$ cat config.mk
export PLATFORM = sky130hd
export DESIGN_NAME = i2s_transmit_24
export DESIGN_NICKNAME = d
export VERILOG_FILES = /design/src/rtl/i2s_transmit_24.sv
export SDC_FILE = /design/constraint.sdc
export NUM_CORES = 1
export LEC_CHECK = 0
export CAP_MARGIN = 20
export CORE_ASPECT_RATIO = 1.75
export CORE_MARGIN = 3
export CORE_UTILIZATION = 48
export DETAILED_ROUTE_END_ITERATION = 7
export PLACE_DENSITY = 0.74
export SYNTH_ARGS = -nofsm -noshare
export SYNTH_HDL_FRONTEND = slang
export SYNTH_SLANG_ARGS = --single-unit
$ cat constraint.sdc
create_clock -name clk_i -period 1.81 [get_ports clk_i]
set_clock_uncertainty 0.1 [all_clocks]
set_input_delay 0.4525 -clock clk_i [delete_from_list [all_inputs] [get_ports clk_i]]
set_output_delay 0.4525 -clock clk_i [all_outputs]
set_load 0.02 [all_outputs]
$ cat src/rtl/i2s_transmit_24.sv
// ---------------------------------------------------------------------------
// i2s_transmit_24
//
// Purpose:
//   I2S transmitter. Stereo sample pairs arrive on a valid/ready handshake,
//   wait in a one-entry holding register, move into the active frame
//   register at the start of each left slot, and are serialised MSB-first
//   onto sd_o. The bit clock (sck_i) and word select (ws_i) come from an
//   external clock generator and are sampled in the clk_i domain. Each slot
//   follows the I2S one-SCK delay: the first bit after a ws edge is a pad
//   bit, and the MSB follows on the next SCK.
//
// Ports:
//   clk_i       in   1       system clock, sole clock
//   rst_i       in   1       synchronous active-high reset
//   sck_i       in   1       I2S bit clock, synchronous to clk_i
//   ws_i        in   1       I2S word select (0 = left, 1 = right)
//   left_i      in   DATA_W  left sample, two's complement
//   right_i     in   DATA_W  right sample
//   valid_i     in   1       sample pair valid
//   ready_o     out  1       holding register empty
//   sd_o        out  1       serial data to DAC
//   underrun_o  out  1       one-clk pulse: left slot started with no pair
//
// Parameters:
//   DATA_W    bits per channel word
//   PAD_ZERO  1: pad bits are 0; 0: pad bits repeat the last driven bit
// ---------------------------------------------------------------------------
module i2s_transmit_24 #(
    parameter int DATA_W   = 24,
    parameter bit PAD_ZERO = 1'b1
) (
    input  logic              clk_i,
    input  logic              rst_i,
    input  logic              sck_i,
    input  logic              ws_i,
    input  logic [DATA_W-1:0] left_i,
    input  logic [DATA_W-1:0] right_i,
    input  logic              valid_i,
    output logic              ready_o,
    output logic              sd_o,
    output logic              underrun_o
);

    // Counter must hold the value DATA_W itself (bits still to send).
    localparam int CNT_W = $clog2(DATA_W + 1);
    localparam logic [CNT_W-1:0] CNT_LOAD = CNT_W'(DATA_W);
    localparam logic [CNT_W-1:0] CNT_ONE  = CNT_W'(1);

    // -----------------------------------------------------------------------
    // State
    // -----------------------------------------------------------------------
    logic              sck_q;          // sck_i delayed one clk, for edge detect
    logic              ws_last_q;      // ws_i as sampled on the previous fall
    logic              synced_q;       // ws_last_q holds a valid reference
    logic [DATA_W-1:0] hold_left_q;    // holding register, left word
    logic [DATA_W-1:0] hold_right_q;   // holding register, right word
    logic              hold_full_q;
    logic              ready_q;
    logic [DATA_W-1:0] active_right_q; // right word of the frame on the wire
    logic [DATA_W-1:0] shift_q;        // word being serialised, MSB first
    logic [CNT_W-1:0]  bitcnt_q;       // data bits still to send this slot
    logic              sd_q;
    logic              underrun_q;

    logic              ws_last_d;
    logic              synced_d;
    logic [DATA_W-1:0] hold_left_d;
    logic [DATA_W-1:0] hold_right_d;
    logic              hold_full_d;
    logic              ready_d;
    logic [DATA_W-1:0] active_right_d;
    logic [DATA_W-1:0] shift_d;
    logic [CNT_W-1:0]  bitcnt_d;
    logic              sd_d;
    logic              underrun_d;

    // -----------------------------------------------------------------------
    // Edge and boundary decode
    // -----------------------------------------------------------------------
    logic fall;
    logic boundary;
    logic left_boundary;
    logic right_boundary;
    logic accept;
    logic pad_bit;

    always_comb begin
        fall           = sck_q & ~sck_i;
        // A boundary needs a trusted reference, so the first fall after reset
        // (which only captures ws) can never be one.
        boundary       = fall & synced_q & (ws_i != ws_last_q);
        left_boundary  = boundary & ~ws_i;
        right_boundary = boundary & ws_i;
        accept         = valid_i & ready_q;
        pad_bit        = PAD_ZERO ? 1'b0 : sd_q;
    end

    // -----------------------------------------------------------------------
    // Word-select tracking
    // -----------------------------------------------------------------------
    always_comb begin
        ws_last_d = ws_last_q;
        synced_d  = synced_q;
        if (fall) begin
            ws_last_d = ws_i;
            synced_d  = 1'b1;
        end
    end

    // -----------------------------------------------------------------------
    // Holding register, active frame register and handshake
    // -----------------------------------------------------------------------
    always_comb begin
        hold_left_d    = hold_left_q;
        hold_right_d   = hold_right_q;
        hold_full_d    = hold_full_q;
        active_right_d = active_right_q;
        underrun_d     = 1'b0;

        if (left_boundary) begin
            if (hold_full_q) begin
                active_right_d = hold_right_q;
                hold_left_d    = '0;
                hold_right_d   = '0;
                hold_full_d    = 1'b0;
            end else begin
                // Nothing queued: the whole frame goes out as silence.
                active_right_d = '0;
                underrun_d     = 1'b1;
            end
        end

        // ready_q is ~hold_full_q, so an accept never coincides with the
        // hold-to-active move above; a pair offered in that clk waits until
        // ready_o rises on the following clk.
        if (accept) begin
            hold_left_d  = left_i;
            hold_right_d = right_i;
            hold_full_d  = 1'b1;
        end

        ready_d = ~hold_full_d;
    end

    // -----------------------------------------------------------------------
    // Serialiser
    // -----------------------------------------------------------------------
    always_comb begin
        shift_d  = shift_q;
        bitcnt_d = bitcnt_q;
        sd_d     = sd_q;

        if (boundary) begin
            // One-SCK delay: the slot opens with a pad bit while the new word
            // is loaded. Any bits left over from a short slot are dropped.
            sd_d     = pad_bit;
            bitcnt_d = CNT_LOAD;
            if (left_boundary) begin
                shift_d = hold_full_q ? hold_left_q : '0;
            end else if (right_boundary) begin
                shift_d = active_right_q;
            end
        end else if (fall && synced_q) begin
            if (bitcnt_q != '0) begin
                sd_d     = shift_q[DATA_W-1];
                shift_d  = {shift_q[DATA_W-2:0], 1'b0};
                bitcnt_d = bitcnt_q - CNT_ONE;
            end else begin
                // Long slot: keep padding until the next boundary.
                sd_d = pad_bit;
            end
        end
    end

    // -----------------------------------------------------------------------
    // Registers
    // -----------------------------------------------------------------------
    always_ff @(posedge clk_i) begin
        // The edge detector keeps tracking sck through reset so the first
        // fall after release is seen correctly.
        sck_q <= sck_i;
        if (rst_i) begin
            ws_last_q      <= 1'b0;
            synced_q       <= 1'b0;
            hold_left_q    <= '0;
            hold_right_q   <= '0;
            hold_full_q    <= 1'b0;
            ready_q        <= 1'b1;
            active_right_q <= '0;
            shift_q        <= '0;
            bitcnt_q       <= '0;
            sd_q           <= 1'b0;
            underrun_q     <= 1'b0;
        end else begin
            ws_last_q      <= ws_last_d;
            synced_q       <= synced_d;
            hold_left_q    <= hold_left_d;
            hold_right_q   <= hold_right_d;
            hold_full_q    <= hold_full_d;
            ready_q        <= ready_d;
            active_right_q <= active_right_d;
            shift_q        <= shift_d;
            bitcnt_q       <= bitcnt_d;
            sd_q           <= sd_d;
            underrun_q     <= underrun_d;
        end
    end

    assign ready_o    = ready_q;
    assign sd_o       = sd_q;
    assign underrun_o = underrun_q;

endmodule

==> results.sh, run 1 <==
export IMPL_syn_area_um2=3980
export IMPL_drv_slew=0
export IMPL_fillers=618
export IMPL_gr_usage_met2=0.353
export IMPL_cts_tree="built"
export IMPL_postCtsHoldBufs=0
export IMPL_gp_congestion=0.765
export IMPL_fmaxAchievable_mhz=558
export IMPL_syn_inst=404
export IMPL_antenna_found_initial=0
export IMPL_hold_path_class="input pin to flip-flop"
export IMPL_fp_dieArea_um2=9470
export IMPL_power_density_nw_per_um2=928
export IMPL_start_util=0.497
export IMPL_place_area_um2=4760
export IMPL_globalRouteMet3Util=0.0357
export IMPL_final_area_um2=5180
export IMPL_vdd_drop_max_uv=636
export IMPL_fp_dieH_um=126
export IMPL_start_kind="flip-flop"
export IMPL_setup_viol=0
export IMPL_critPathBufInv=2
export IMPL_path_cells="inv_2, ha_4, or3b_4, o21a_4, buf_12, nand2b_4, a211oi_2"
export IMPL_path_clk_slew_ps=70
export IMPL_period_needed_ps=1790
export IMPL_critical_path_max_fanout=9
export IMPL_tightest_slew_ps=505
export IMPL_num_vias=3245
export IMPL_cap_violations=0
export IMPL_status="completed"
export IMPL_vias_per_cell=5.85
export IMPL_multi_input_area_um2=1680
export IMPL_drive_gt1_frac=0.125
export IMPL_syn_nets=458
export IMPL_diodes=0
export IMPL_hpwl_um=5740
export IMPL_clkSinkCount=108
export IMPL_ant_nets=0
export IMPL_use_met1=0.224
export IMPL_final_util=0.646
export IMPL_grt_pass1_wl_um=14800
export IMPL_fin_crit_sh=0.990
export IMPL_nNetsFinal=514
export IMPL_ios=56
export IMPL_synth_seq_cells=108
export IMPL_clk_insertion_delay_late_ps=340
export IMPL_synth_edf_count=0
export IMPL_grt_overflow=0
export IMPL_cp_data_required_time_ps=1980
export IMPL_rsz0062_at_grt="yes"
export IMPL_slowest_stage="or3b_4"
export IMPL_worstHoldStart="rst_i"
export IMPL_cts_buffers=9
export IMPL_slowest_delay_ps=380
export IMPL_root_buffer="clkbuf_16"
export IMPL_finalHoldWorstSlack_ps=272
export IMPL_setup_tns_ps=0
export IMPL_worstReg2RegStart="bitcnt_q[1]"
export IMPL_seq_area_um2=2160
export IMPL_p_leak_uw=0.00186
export IMPL_routed_wl_um=8880
export IMPL_hold_violations=0
export IMPL_core_area_um2=8020
export IMPL_cts_max_path_buffers=2
export IMPL_htree_levels=3
export IMPL_busiest_layer="met2"
export IMPL_critPathKind="flip-flop to flip-flop"
export IMPL_startpoint="bitcnt_q[1]"
export IMPL_syn_avg_cell_area_um2=9.85
export IMPL_relSlewSlack=0.663
export IMPL_synth_warnings=0
export IMPL_ys_types=29
export IMPL_critPathArrivalTime_ps=1960
export IMPL_area_growth_pct=30.0
export IMPL_first_pass_iters=5
export IMPL_ys_flop_type="dfxtp_1"
export IMPL_end_kind="flip-flop"
export IMPL_grt_max_degree=51
export IMPL_grt_pass1_vias=3356
export IMPL_io_buffers=55
export IMPL_grtUsageTotal=0.201
export IMPL_rows=43
export IMPL_yosysSeqAreaShare=0.543
export IMPL_wl_per_cell_um=16.0
export IMPL_die_w_um=74.8
export IMPL_crit_family="simple AND/OR/NAND/NOR gates"
export IMPL_post_route_drc_count=0
export IMPL_drt_initial_drc_count=171
export IMPL_synthArstFlopShare=0
## layer usage
| metal | wire (um) | up-vias |
|---|---|---|
| met5 | 0 | - |
| met4 | 230 | 0 |
| met3 | 263 | 19 |
| met2 | 4840 | 66 |
| met1 | 3550 | 1565 |
| li1 | - | 1595 |
## report_power, final
group          internal (uW)  switching (uW)  leakage, uW
clock network           1080             847     0.000150
logic                    209             173     0.000826
registers               2450            48.9     0.000880
## state kept, by name (all words and copies together), names as in the netlist
register and count:
ws_last_q 1, shift_q 24, hold_full_q 1, ready_o 1, synced_q 1, active_right_q 24
bitcnt_q 5, hold_left_q 24, underrun_o 1, sck_q 1, hold_right_q 24, sd_o 1
## stage by stage
step	instances	setup slack [ps]	power [uW]
after floorplan	404	18.7	2730
after global placement	534	-360	2930
after detailed placement	534	-392	2940
after CTS	554	10.9	4850
after global routing	555	-33.4	5000
final	555	17.2	4810
## path summary, 6_finish.rpt
path	endpoint	slack [ps]	cells past startpoint
worst min register to register	synced_q	360	2
worst min-delay path	ready_o	270	2
worst max-delay path	shift_q[0]	20	7
worst max register to register	shift_q[0]	20	7
## layout make-up
type,count,share of cell area
clock buffer,9,0.0435
clock inverter,7,0.0145
inverter,4,0.00290
multi-input combinational,254,0.325
sequential,108,0.418
tap,90,0.0217
timing repair buffer,83,0.174
## cells in the final DEF (no fill, tap or decap), drive strengths merged
master	instances
dfxtp	108
a22oi	96
nor2	77
clkdlybuf4s50	49
buf	27
mux2i	24
o22ai	23
clkbuf	10
a21oi	5
clkinv	5
inv	5
nand3b	4
nand2b	4
xnor2	3
dlygate4sd2	3
a211oi	2
nand2	2
nor3	2
dlymetal6s2s	2
o21a	2
o21ai	2
and3b	1
or3b	1
or3	1
a221oi	1
and2	1
o211a	1
a21o	1
ha	1
bufinv	1
bufbuf	1
## Yosys cell counts, types with 3 or more instances
cell type,instances,area (um^2)
dfxtp_1,108,2160
a22oi_1,96,721
nor2_1,77,289
clkbuf_1,28,105
mux2i_1,24,240
o22ai_1,23,144
a21oi_1,5,25.0
buf_2,5,25.0
inv_1,4,15.0
nand2b_1,4,25.0
nand3b_1,4,30.0
xnor2_1,3,26.3
## logic make-up (layout without fill, tap and decap cells)
group / count (synthesis) / after routing / synth area share
compound gates: 133 / 133 / 0.243
xor+xnor: 3 / 3 / 0.00660
fa+ha+maj: 1 / 1 / 0.00314
buf+inv: 42 / 103 / 0.0459
flops: 108 / 108 / 0.543
mux: 24 / 24 / 0.0603
simple gates: 93 / 93 / 0.0984
## timing repair
item,in CTS,in global routing
pin swaps,3,0
gates cloned,1,1
gates resized for setup,7,4
endpoints found under the setup margin,41,53
hold endpoints to repair,0,0
buffers inserted,3,0
Power figures use the tool's default switching activity.
==> run 2: changes to the inputs <==
Clock period 1.81 ns to 1.47 ns, I/O delays scaled along.
==> run 2 against run 1 <==
  * The run now ends with negative setup slack left
  * First-iteration DRC count rose by 40%
  * Sequential share of layout area fell by 6.2 points
  * Cell area rose by 18%
  * Fmax fell by 7.1%
  * Global-route usage rose by 6.0 points
  * Worst setup slack got worse by 480 ps
  * Clock power rose by 30%
  * Non-clock buffer count rose by 31
  * Total power rose by 31%
  * Sequential power rose by 24%
  * Utilization rose by 11 points
  * Critical path type unchanged
  * Largest cell class unchanged
==> results.sh, run 2 (synthesis results as in run 1) <==
export IMPL_start_kind="flip-flop"
export IMPL_nNetsFinal=545
export IMPL_violations="negative setup slack"
export IMPL_path_clk_slew_ps=60
export IMPL_clk_insertion_delay_late_ps=350
export IMPL_grt_overflow=0
export IMPL_start_util=0.497
export IMPL_end_kind="flip-flop"
export IMPL_grt_pass1_wl_um=18800
export IMPL_fp_dieH_um=126
export IMPL_critPathKind="flip-flop to flip-flop"
export IMPL_hold_path_class="input pin to flip-flop"
export IMPL_setup_ws_ps=-461
export IMPL_drive_gt1_frac=0.347
export IMPL_rsz0062_at_grt="yes"
export IMPL_ios=56
export IMPL_vias_per_cell=6.24
export IMPL_hpwl_um=5860
export IMPL_hold_violations=0
export IMPL_clkSinkCount=108
export IMPL_cp_data_required_time_ps=1590
export IMPL_cts_max_path_buffers=2
export IMPL_final_cells=585
export IMPL_relSlewSlack=0.764
export IMPL_critical_path_max_fanout=7
export IMPL_place_area_um2=4780
export IMPL_place_ws_ps=-647
export IMPL_wl_per_cell_um=21.3
export IMPL_final_cell_mix="dfxtp_1, nor2_1, a22oi_2"
export IMPL_ant_nets=0
export IMPL_first_pass_iters=5
export IMPL_p_leak_uw=0.00212
export IMPL_critPathArrivalTime_ps=2050
export IMPL_mostFrequentLayoutCell="dfxtp_1"
export IMPL_period_needed_ps=1930
export IMPL_post_route_drc_count=0
export IMPL_io_buffers=55
export IMPL_grtUsageTotal=0.261
export IMPL_cts_buffers=9
export IMPL_die_w_um=74.8
export IMPL_area_growth_pct=53.0
export IMPL_drt_initial_drc_count=239
export IMPL_power_density_nw_per_um2=1030
export IMPL_fillers=456
export IMPL_postCtsHoldBufs=0
export IMPL_routed_wl_um=12500
export IMPL_diodes=0
export IMPL_dp_cells=537
export IMPL_htree_levels=3
export IMPL_drv_slew=0
export IMPL_rows=43
export IMPL_setup_viol=100
export IMPL_vdd_drop_max_uv=991
export IMPL_cap_violations=0
export IMPL_core_area_um2=8020
export IMPL_tightest_slew_ps=354
export IMPL_grt_pass1_vias=3733
export IMPL_antenna_found_initial=0
export IMPL_gp_congestion=0.807
export IMPL_root_buffer="clkbuf_16"
export IMPL_final_area_um2=6090
export IMPL_status="complete, but fails checks"
export IMPL_grt_max_degree=37
export IMPL_cts_tree="built"
export IMPL_num_vias=3648
export IMPL_fmaxAchievable_mhz=518
export IMPL_fp_dieArea_um2=9470
export IMPL_fin_crit_sh=1.31
export IMPL_regToRegSetupSlack_ps=-460
==> run 2: critical path, cell delays in order (launching register included) <==
cell	delay, ps
dfxtp_2	320
inv_2	70
ha_4	140
or3b_4	380
o21a_4	270
buf_16	170
mux2i_1	210
o22ai_1	140
==> run 2: area by class of cell <==
| class | count | area (um^2) | area share |
|---|---|---|---|
| Clock inverter | 2 | 60.1 | 0.00986 |
| Multi-Input combinational cell | 254 | 2080 | 0.342 |
| Inverter | 4 | 15.0 | 0.00247 |
| Sequential cell | 108 | 2170 | 0.356 |
| Tap cell | 90 | 113 | 0.0185 |
| Timing Repair Buffer | 114 | 1410 | 0.232 |
| Clock buffer | 13 | 240 | 0.0394 |
==> run 2: repair_timing <==
action / 4_1_cts / 5_1_grt
gates cloned: 14 / 4
pin swaps: 12 / 38
buffers inserted: 19 / 6
endpoints found under the setup margin: 107 / 107
gates resized for setup: 100 / 33
==> run 2: routing by layer <==
metal | up-vias | routed length, um | global-route usage | share of wire
li1 | 1661 | - | - | -
met1 | 1804 | 4830 | 0.308 | 0.39
met2 | 145 | 6650 | 0.445 | 0.53
met3 | 38 | 607 | 0.0555 | 0.049
met4 | 0 | 371 | 0.110 | 0.030
met5 | - | 0 | 0 | 0
==> run 2: power by group <==
part	total, uW	switching (uW)	internal (uW)
Combinational	684	309	376
Sequential	3100	83.7	3020
Clock	2510	1030	1490
==> run 2: final timing paths <==
path                from  depth (start not counted)         end
max reg2reg  bitcnt_q[0]                          7  shift_q[2]
min                sck_i                          1       sck_q
max          bitcnt_q[0]                          7  shift_q[2]
min reg2reg  hold_full_q                          1  underrun_o
==> run 2: stage by stage <==
stage / setup TNS, ps / power [uW] / utilization / hold slack, ps
after CTS: -11350 / 6310 / 0.747 / 156
after detailed placement: -59490 / 3620 / 0.596 / 342
after floorplan: -7060 / 3370 / - / 295
after global placement: -57480 / 3610 / 0.596 / 345
final: -13310 / 6300 / 0.760 / 166
after global routing: -19600 / 6450 / 0.760 / 183
==> run 3: changes to the inputs <==
Settings changed: ABC_CLOCK_PERIOD_IN_PS set to 1470, CTS_BUF_LIST set to sky130_fd_sc_hd__clkbuf_16.
==> run 3 against run 2 <==
  * The flow still finishes with violations (negative setup slack)
  * First-iteration DRC count increased by 5.0%
  * Critical path depth unchanged
  * Final cell count unchanged
  * Non-clock buffer count unchanged
  * Via count decreased by 0.22%
  * Sequential share of layout area unchanged
  * Utilization unchanged
  * Wire length increased by 0.35%
  * Fmax increased by 1.6%
  * Largest cell class unchanged
  * Largest power group unchanged
  * Highest routed layer unchanged
==> results.sh, run 3 (synthesis results as in run 1) <==
export IMPL_status="complete, but fails checks"
export IMPL_violations="negative setup slack"
export IMPL_critPathArrivalTime_ps=2020
export IMPL_r2r_cells=7
export IMPL_hold_violations=0
export IMPL_p_leak_uw=0.00213
export IMPL_die_w_um=74.8
export IMPL_start_kind="flip-flop"
export IMPL_setup_ws_ps=-431
export IMPL_routed_wl_um=12500
export IMPL_clkSinkCount=108
export IMPL_cts_max_path_buffers=2
export IMPL_ant_nets=0
export IMPL_post_route_drc_count=0
export IMPL_critical_path_max_fanout=7
export IMPL_clk_insertion_delay_late_ps=350
export IMPL_rows=43
export IMPL_final_cell_mix="dfxtp_1, nor2_1, a22oi_2"
export IMPL_worstHoldStart="sck_i"
export IMPL_first_pass_iters=5
export IMPL_grt_overflow=0
export IMPL_cts_buffers=9
export IMPL_area_growth_pct=53.0
export IMPL_start_util=0.497
export IMPL_cts_tree="built"
export IMPL_drv_slew=0
export IMPL_path_clk_slew_ps=70
export IMPL_power_density_nw_per_um2=1030
export IMPL_setup_viol=100
export IMPL_cap_violations=0
export IMPL_fp_dieH_um=126
export IMPL_regToRegSetupSlack_ps=-430
export IMPL_power_uw=6280
export IMPL_nNetsFinal=545
export IMPL_tightest_slew_ps=359
export IMPL_core_area_um2=8020
export IMPL_crit_family="compound AO/OA/AOI/OAI gates"
export IMPL_vdd_drop_max_uv=994
export IMPL_fin_crit_sh=1.29
export IMPL_gp_congestion=0.807
export IMPL_antenna_found_initial=0
export IMPL_drive_gt1_frac=0.347
export IMPL_hold_path_class="input pin to flip-flop"
export IMPL_path_cells="inv_2, ha_4, or3b_4, o21a_4, buf_16, mux2i_1, o22ai_1"
export IMPL_hpwl_um=5860
export IMPL_grt_pass1_wl_um=18800
export IMPL_critPathBufInv=2
export IMPL_end_kind="flip-flop"
export IMPL_num_vias=3640
export IMPL_period_needed_ps=1900
export IMPL_grt_pass1_vias=3733
export IMPL_worstReg2RegStart="bitcnt_q[0]"
export IMPL_slowest_stage="or3b_4"
export IMPL_drt_initial_drc_count=251
export IMPL_rsz0062_at_grt="yes"
export IMPL_root_buffer="clkbuf_16"
export IMPL_ios=56
export IMPL_wl_per_cell_um=21.4
export IMPL_multi_input_area_um2=2080
export IMPL_diodes=0
export IMPL_critPathKind="flip-flop to flip-flop"
export IMPL_mostFrequentLayoutCell="dfxtp_1"
export IMPL_slowest_delay_ps=380
export IMPL_cp_data_required_time_ps=1590
export IMPL_relSlewSlack=0.761
export IMPL_min_path_cells=1
export IMPL_path_depth=7
export IMPL_hold_end="sck_q"
export IMPL_fp_dieArea_um2=9470
export IMPL_fillers=456
export IMPL_vias_per_cell=6.22
export IMPL_io_buffers=55
export IMPL_worst_r2r_endpoint="shift_q[2]"
export IMPL_fmaxAchievable_mhz=526
export IMPL_seq_area_um2=2170
export IMPL_htree_levels=3
export IMPL_grtUsageTotal=0.261
export IMPL_final_util=0.760
export IMPL_place_ws_ps=-647
export IMPL_grt_max_degree=37
run 3: cell types whose count changed in the layout (fill, tap and decap cells not counted), sizes merged:
cell	before	now
inv	4	8
clkbuf	20	16
run 3: timing repair:
item,CTS,global route
hold buffers,0,0
setup buffers,19,6
setup endpoints to repair,107,107
pin swaps,12,38
gates cloned,14,4
resized for setup,100,33
run 3: metrics by stage:
stage	std cells	setup TNS (ps)	area, um^2	hold WS (ps)
floorplan	404	-7060	4030	295
global placement	537	-57480	4780	345
detailed placement	537	-59490	4780	342
CTS	582	-11370	5990	156
global route	585	-19630	6090	183
finish	585	-13500	6090	163
run 3: worst max path at each step:
| stage | startpoint | to | slack (ps) |
|---|---|---|---|
| 6_report | bitcnt_q[0] | shift_q[2] | -430 |
| 5_1_grt | bitcnt_q[0] | shift_q[2] | -490 |
| 4_1_cts | bitcnt_q[0] | shift_q[0] | -320 |
| 3_5_place_dp | sck_i | shift_q[11] | -650 |
| 3_3_place_gp | sck_i | shift_q[11] | -600 |
| 2_1_floorplan | bitcnt_q[1] | shift_q[18] | -320 |
run 3: area by class of cell:
cell class,instances,area share
flip-flops and latches,108,0.356
multi-input cells,254,0.342
repair buffers,114,0.232
clock buffers,9,0.0370
well taps,90,0.0185
clock inverters,6,0.0123
inverters,4,0.00247
run 3: per-layer routing:
layer,track usage,vias up,share of wire
met1,0.308,1806,0.39
met3,0.0555,31,0.054
met5,0,-,0
li1,-,1661,-
met2,0.445,142,0.53
met4,0.110,0,0.027
run 3: where the power goes:
group,total [uW],switching (uW),internal [uW],leakage [uW]
combinational,684,309,376,0.00109
sequential,3100,83.9,3020,0.000881
clock,2490,1030,1460,0.000160
total,6280,1430,4850,0.00213
